$ cat src/rtl/sw_debounce_ctrl_pkg.sv
// Shared constants for the slide-switch conditioner: board debounce window,
// matching counter width and the position of the rate-select field.
package sw_debounce_ctrl_pkg;

  localparam int unsigned DEBOUNCE_5MHZ_20MS = 100000;
  localparam int unsigned DEBOUNCE_CNT_W     = 17;
  localparam int unsigned RATE_LSB_DEFAULT   = 2;
  localparam int unsigned N_SW_DEFAULT       = 4;

  typedef logic [1:0] rate_sel_t;

endpackage

$ cat src/rtl/sw_debounce_ch.sv
// One switch channel: 2-flop synchroniser, stability counter, clean level
// and single-cycle rise/fall strobes coincident with the level change.
module sw_debounce_ch
  import sw_debounce_ctrl_pkg::*;
#(
  parameter int unsigned DEBOUNCE_CYCLES = DEBOUNCE_5MHZ_20MS,
  parameter int unsigned CNT_W           = DEBOUNCE_CNT_W
) (
  input  logic clk_in,
  input  logic rst,
  input  logic sw_raw,
  output logic sw_clean,
  output logic sw_rise,
  output logic sw_fall
);

  localparam logic [CNT_W-1:0] LP_CNT_LAST = CNT_W'(DEBOUNCE_CYCLES - 1);

  logic             r_s1;
  logic             r_s2;
  logic [CNT_W-1:0] r_cnt;
  logic             r_clean;
  logic             r_rise;
  logic             r_fall;

  always_ff @(posedge clk_in) begin
    if (rst) begin
      r_s1    <= 1'b0;
      r_s2    <= 1'b0;
      r_cnt   <= '0;
      r_clean <= 1'b0;
      r_rise  <= 1'b0;
      r_fall  <= 1'b0;
    end else begin
      r_s1   <= sw_raw;
      r_s2   <= r_s1;
      r_rise <= 1'b0;
      r_fall <= 1'b0;
      if (r_s2 == r_clean) begin
        r_cnt <= '0;
      end else if (r_cnt == LP_CNT_LAST) begin
        // Accept: counter is cleared here, so it can never wrap.
        r_clean <= r_s2;
        r_cnt   <= '0;
        r_rise  <= r_s2;
        r_fall  <= ~r_s2;
      end else begin
        r_cnt <= r_cnt + 1'b1;
      end
    end
  end

  assign sw_clean = r_clean;
  assign sw_rise  = r_rise;
  assign sw_fall  = r_fall;

endmodule

$ cat src/rtl/sw_debounce_ctrl.sv
// Switch conditioner top: N_SW independent debounce channels plus the
// registered rate-select copy and its change strobe for the rate divider.
module sw_debounce_ctrl
  import sw_debounce_ctrl_pkg::*;
#(
  parameter int unsigned N_SW            = N_SW_DEFAULT,
  parameter int unsigned DEBOUNCE_CYCLES = DEBOUNCE_5MHZ_20MS,
  parameter int unsigned CNT_W           = DEBOUNCE_CNT_W,
  parameter int unsigned RATE_LSB        = RATE_LSB_DEFAULT
) (
  input  logic            clk_in,
  input  logic            rst,
  input  logic [N_SW-1:0] sw_raw,
  output logic [N_SW-1:0] sw_clean,
  output logic [N_SW-1:0] sw_rise,
  output logic [N_SW-1:0] sw_fall,
  output logic [1:0]      rate_sel,
  output logic            rate_chg
);

  logic [N_SW-1:0] w_clean;
  rate_sel_t       w_rate_field;
  rate_sel_t       r_rate_sel;
  logic            r_rate_chg;

  for (genvar g = 0; g < N_SW; g++) begin : g_ch
    sw_debounce_ch #(
      .DEBOUNCE_CYCLES(DEBOUNCE_CYCLES),
      .CNT_W          (CNT_W)
    ) u_ch (
      .clk_in  (clk_in),
      .rst     (rst),
      .sw_raw  (sw_raw[g]),
      .sw_clean(w_clean[g]),
      .sw_rise (sw_rise[g]),
      .sw_fall (sw_fall[g])
    );
  end

  assign w_rate_field = w_clean[RATE_LSB+1:RATE_LSB];

  always_ff @(posedge clk_in) begin
    if (rst) begin
      r_rate_sel <= '0;
      r_rate_chg <= 1'b0;
    end else begin
      r_rate_sel <= w_rate_field;
      r_rate_chg <= (w_rate_field != r_rate_sel);
    end
  end

  assign sw_clean = w_clean;
  assign rate_sel = r_rate_sel;
  assign rate_chg = r_rate_chg;

endmodule
$ cat config.mk
export PLATFORM = sky130hd
export DESIGN_NAME = sw_debounce_ctrl
export DESIGN_NICKNAME = d
export VERILOG_FILES = /design/src/rtl/sw_debounce_ctrl_pkg.sv /design/src/rtl/sw_debounce_ch.sv /design/src/rtl/sw_debounce_ctrl.sv
export SDC_FILE = /design/constraint.sdc
export NUM_CORES = 1
export LEC_CHECK = 0
export BUFFER_PORTS_ARGS = -buffer_cell sky130_fd_sc_hd__buf_2
export CORE_UTILIZATION = 55
export CTS_BUF_LIST = sky130_fd_sc_hd__clkbuf_8
export DETAILED_ROUTE_END_ITERATION = 16
export PLACE_DENSITY_LB_ADDON = 0.1
export SETUP_SLACK_MARGIN = 0.5
export SLEW_MARGIN = 20
export SYNTH_ARGS = -nofsm -noshare
export SYNTH_HDL_FRONTEND = slang
export SYNTH_SLANG_ARGS = --single-unit
$ cat constraint.sdc
create_clock -name clk_in -period 2.5 [get_ports clk_in]
set_input_delay 0.25 -clock clk_in [delete_from_list [all_inputs] [get_ports clk_in]]
set_output_delay 0.25 -clock clk_in [all_outputs]
set_load 0.03 [all_outputs]
==> key figures <==
Run status
  • Status: completed

Cells and area
  • Nets: 441
  • # fillers: 604
  • Layout cells sized above 1: 11.1%
  • Layout area overhead: 6.79%
  • N_diodes: 0
  • Core Util, Final: 60.8%
  • Finished Layout Cells: 530

Timing
  • Fmax: 540 MHz
  • Clock Skew: 0.00914 ns
  • Finish-stage setup viols: 0
  • Final period util: 74.1%
  • Final Worst Setup Slack: 0.647 ns
  • Max-slew violation count: 0
  • Setup TNS: 0 ns
  • Pin slew with the least headroom to its limit: 0.360 ns
  • RSZ-0062 raised after global routing: no
  • Minimum clock period: 1.85 ns
  • Final Hold Fails: 0
  • Slew headroom: 75.8%

Placed design
  • Port bufs: 20
  • Pre-CTS WS: 0.570 ns
  • Inst Count DP: 516
  • Dpl hpwl: 4.45 mm
  • Routability cong.: 0.826

Logic synthesis
  • Main combinational cell family by area after synthesis: simple AND/OR/NAND/NOR gates
  • Post-synth top cells: dfxtp_1 (91), nor2_1 (69), xnor2_1 (36)
  • Yosys warns: 0
  • Seq cells post-synth: 91
  • Prevailing post-synth register cell: dfxtp_1
  • Post-synthesis mux area share: 0.808%
  • Post-Synthesis Cells: 425
  • Synth top area cells: dfxtp_1 (47%), xnor2_1 (8.1%), nor2_1 (6.7%), xor2_1 (5.4%), nand4_1 (3.2%)
  • Sequential share of the synthesized area: 47.1%
  • Syn Nets: 435
  • Post-Synth Adder-Cell Area: 1.29%
  • Top cell type's share of synthesized area: 47.1%
  • Post-synth EDFFs: 0
  • Mapped cell area: 3870 um^2
  • Syn_area_per_cell: 9.11 um^2
  • Largest area contributor in the netlist: dfxtp_1
  • FFs w/ async S/R, synth: 0%
  • Count leader, synth: dfxtp_1
  • Compound-Gate Fraction of Synth Area: 2.26%
  • Synth Area in Simple Gates: 30.1%
  • Xor and xnor area share after synthesis: 13.6%
  • Yosys cell types: 39

Detailed routing
  • Post-Route WL: 6.52 mm
  • Avg WL per Cell: 12.3 um
  • Vias: 2,806
  • First-pass detailed-route iteration total: 4
  • DRC viols: 0
  • Via-per-instance ratio: 5.29
  • Post-route ant nets: 0
  • DR iter-0 viols: 69

Power
  • Internal Pwr Total: 1.87 mW
  • Reg power frac: 61.8%
  • LEAKAGE: 1.32 nW
  • Pwr dens: 572 nW/um^2
  • Max IR drop VDD: 0.289 mV
  • Clock share of power: 37.0%
  • Final Total Pwr: 2.37 mW
  • Sw frac: 21.1%
  • Gate power share: 1.3%
  • Net Sw Power: 0.499 mW

Global routing
  • Initial antenna violation count: 0
  • Pin count of the biggest net entering global routing: 23
  • Total grt overflow: 0
  • Vias in the first global route: 2,546
  • Tot GR Track Use: 19.3%
  • First-pass GRT wire length: 11.2 mm

CTS
  • Clock H-tree levels: 3
  • Clock-pin slew on the worst setup and hold paths: 0.08 ns
  • Post-CTS resize count: 1
  • Postcts setup bufs: 0
  • Num CTS Buffers: 9
  • Clock network latency to the later pin of the worst-skew pair: 0.35 ns
  • Root Driver: clkbuf_8
  • TritonCTS clock tree: built
  • Sink Count: 91
  • Clock buffer depth: 2
  • Cts hold-fix bufs: 0

Setup path
  • Setup Crit Path Kind: reg -> reg
  • Max stage delay on crit path: 0.40 ns
  • Worst Path Arrival: 2.10 ns
  • Worst Setup End Kind: register
  • Critical-path top delay cell: dfxtp_1
  • Highest fanout seen on the critical path: 14
  • Worst-path cell chain: ha_2 > nor4b_2 > nand4b_1 > o31ai_2 > buf_4 > nor2_1
  • Startpoint types: register
  • Critical path required time: 2.74 ns

Floorplan
  • Die ar.: 7380 um^2
  • Starting density of the core: 57.0%
  • Die Width: 85.9 um
  • Die Y: 85.9 um
  • I/O pins: 21
  • Cell Rows: 30
  • Area of the core: 6790 um^2

Run
  • MaxCap Viol Count: 0

Min path
  • Hold WC Path Type: in -> reg
==> per-layer routing <==
metal  part of all wire [%]  GRT usage (%)
met4                   0.87           6.67
met3                    4.0           6.83
met1                     51           25.0
met5                      0              0
met2                     44           29.8
==> worst paths after layout <==
check | from | end | slack [ns] | cells past startpoint
max | g_ch[3].u_ch.r_cnt[0] | g_ch[3].u_ch.r_cnt[3] | 0.65 | 6
min | sw_raw[2] | g_ch[2].u_ch.r_s1 | 0.12 | 2
max reg2reg | g_ch[3].u_ch.r_cnt[0] | g_ch[3].u_ch.r_cnt[3] | 0.65 | 6
min reg2reg | g_ch[0].u_ch.r_s1 | g_ch[0].u_ch.r_s2 | 0.44 | 1
==> cells by family after synthesis <==
kind of cell / count (synthesis)
and+or+nand+nor: 216
adders and majority gates: 4
AOI/OAI and AO/OA: 15
DFF: 91
muxes: 3
buffers and inverters: 36
xor gates and xnor gates: 60
==> final cells by class <==
class / count / area [um^2] / area share (%)
inverter: 10 / 37.5 / 0.908
clock buffer: 11 / 151 / 3.66
timing repair buffer: 21 / 108 / 2.60
clock inverter: 3 / 16.3 / 0.393
sequential: 91 / 1820 / 44.1
tap: 96 / 120 / 2.91
multi-input combinational: 298 / 1880 / 45.5
==> worst max-delay path, delay by kind of cell, from the launching register on <==
family,cells,cell delay (ns)
compound gates,1,0.28
buf+inv,1,0.26
fa+ha+maj,1,0.27
flops,1,0.40
simple gates,3,0.55
==> cell usage in the layout, fill, tap and decap left out, drive strengths merged, types with 3 or more instances in the layout <==
| master | count |
|---|---|
| ha | 4 |
| nor2 | 69 |
| nor4 | 13 |
| xnor2 | 36 |
| dfxtp | 91 |
| nand4 | 21 |
| nand2 | 20 |
| nor4b | 5 |
| xor2 | 24 |
| o21ai | 5 |
| nor2b | 12 |
| clkbuf | 11 |
| and4 | 8 |
| inv | 11 |
| nand3 | 23 |
| or3 | 5 |
| a21oi | 7 |
| o31ai | 3 |
| buf | 21 |
| nor3 | 16 |
| or2 | 3 |
| and3 | 4 |
| nand2b | 5 |
==> power by group through the flow <==
stage / clock network [mW] / logic [mW] / registers (mW)
floorplan: 0 / 0.0223 / 1.49
global placement: 0 / 0.0299 / 1.50
detailed placement: 0 / 0.0305 / 1.50
CTS: 0.908 / 0.0306 / 1.46
global route: 0.973 / 0.0348 / 1.46
finish: 0.874 / 0.0305 / 1.46
==> state kept, by name (all words and copies together), names as in the netlist <==
signal and flops:
g_ch.u_ch.sw_clean 4, g_ch.u_ch.r_s1 4, rate_sel 2, g_ch.u_ch.sw_rise 4
rate_chg 1, g_ch.u_ch.r_s2 4, g_ch.u_ch.r_cnt 68, g_ch.u_ch.sw_fall 4
==> through the flow <==
step                      hold slack, ns  area, um^2
final                              0.121        4130
after global routing               0.110        4130
after CTS                          0.102        4120
after detailed placement           0.427        3950
after global placement             0.416        3950
after floorplan                    0.378        3870
(Power assumes the default switching activity.)
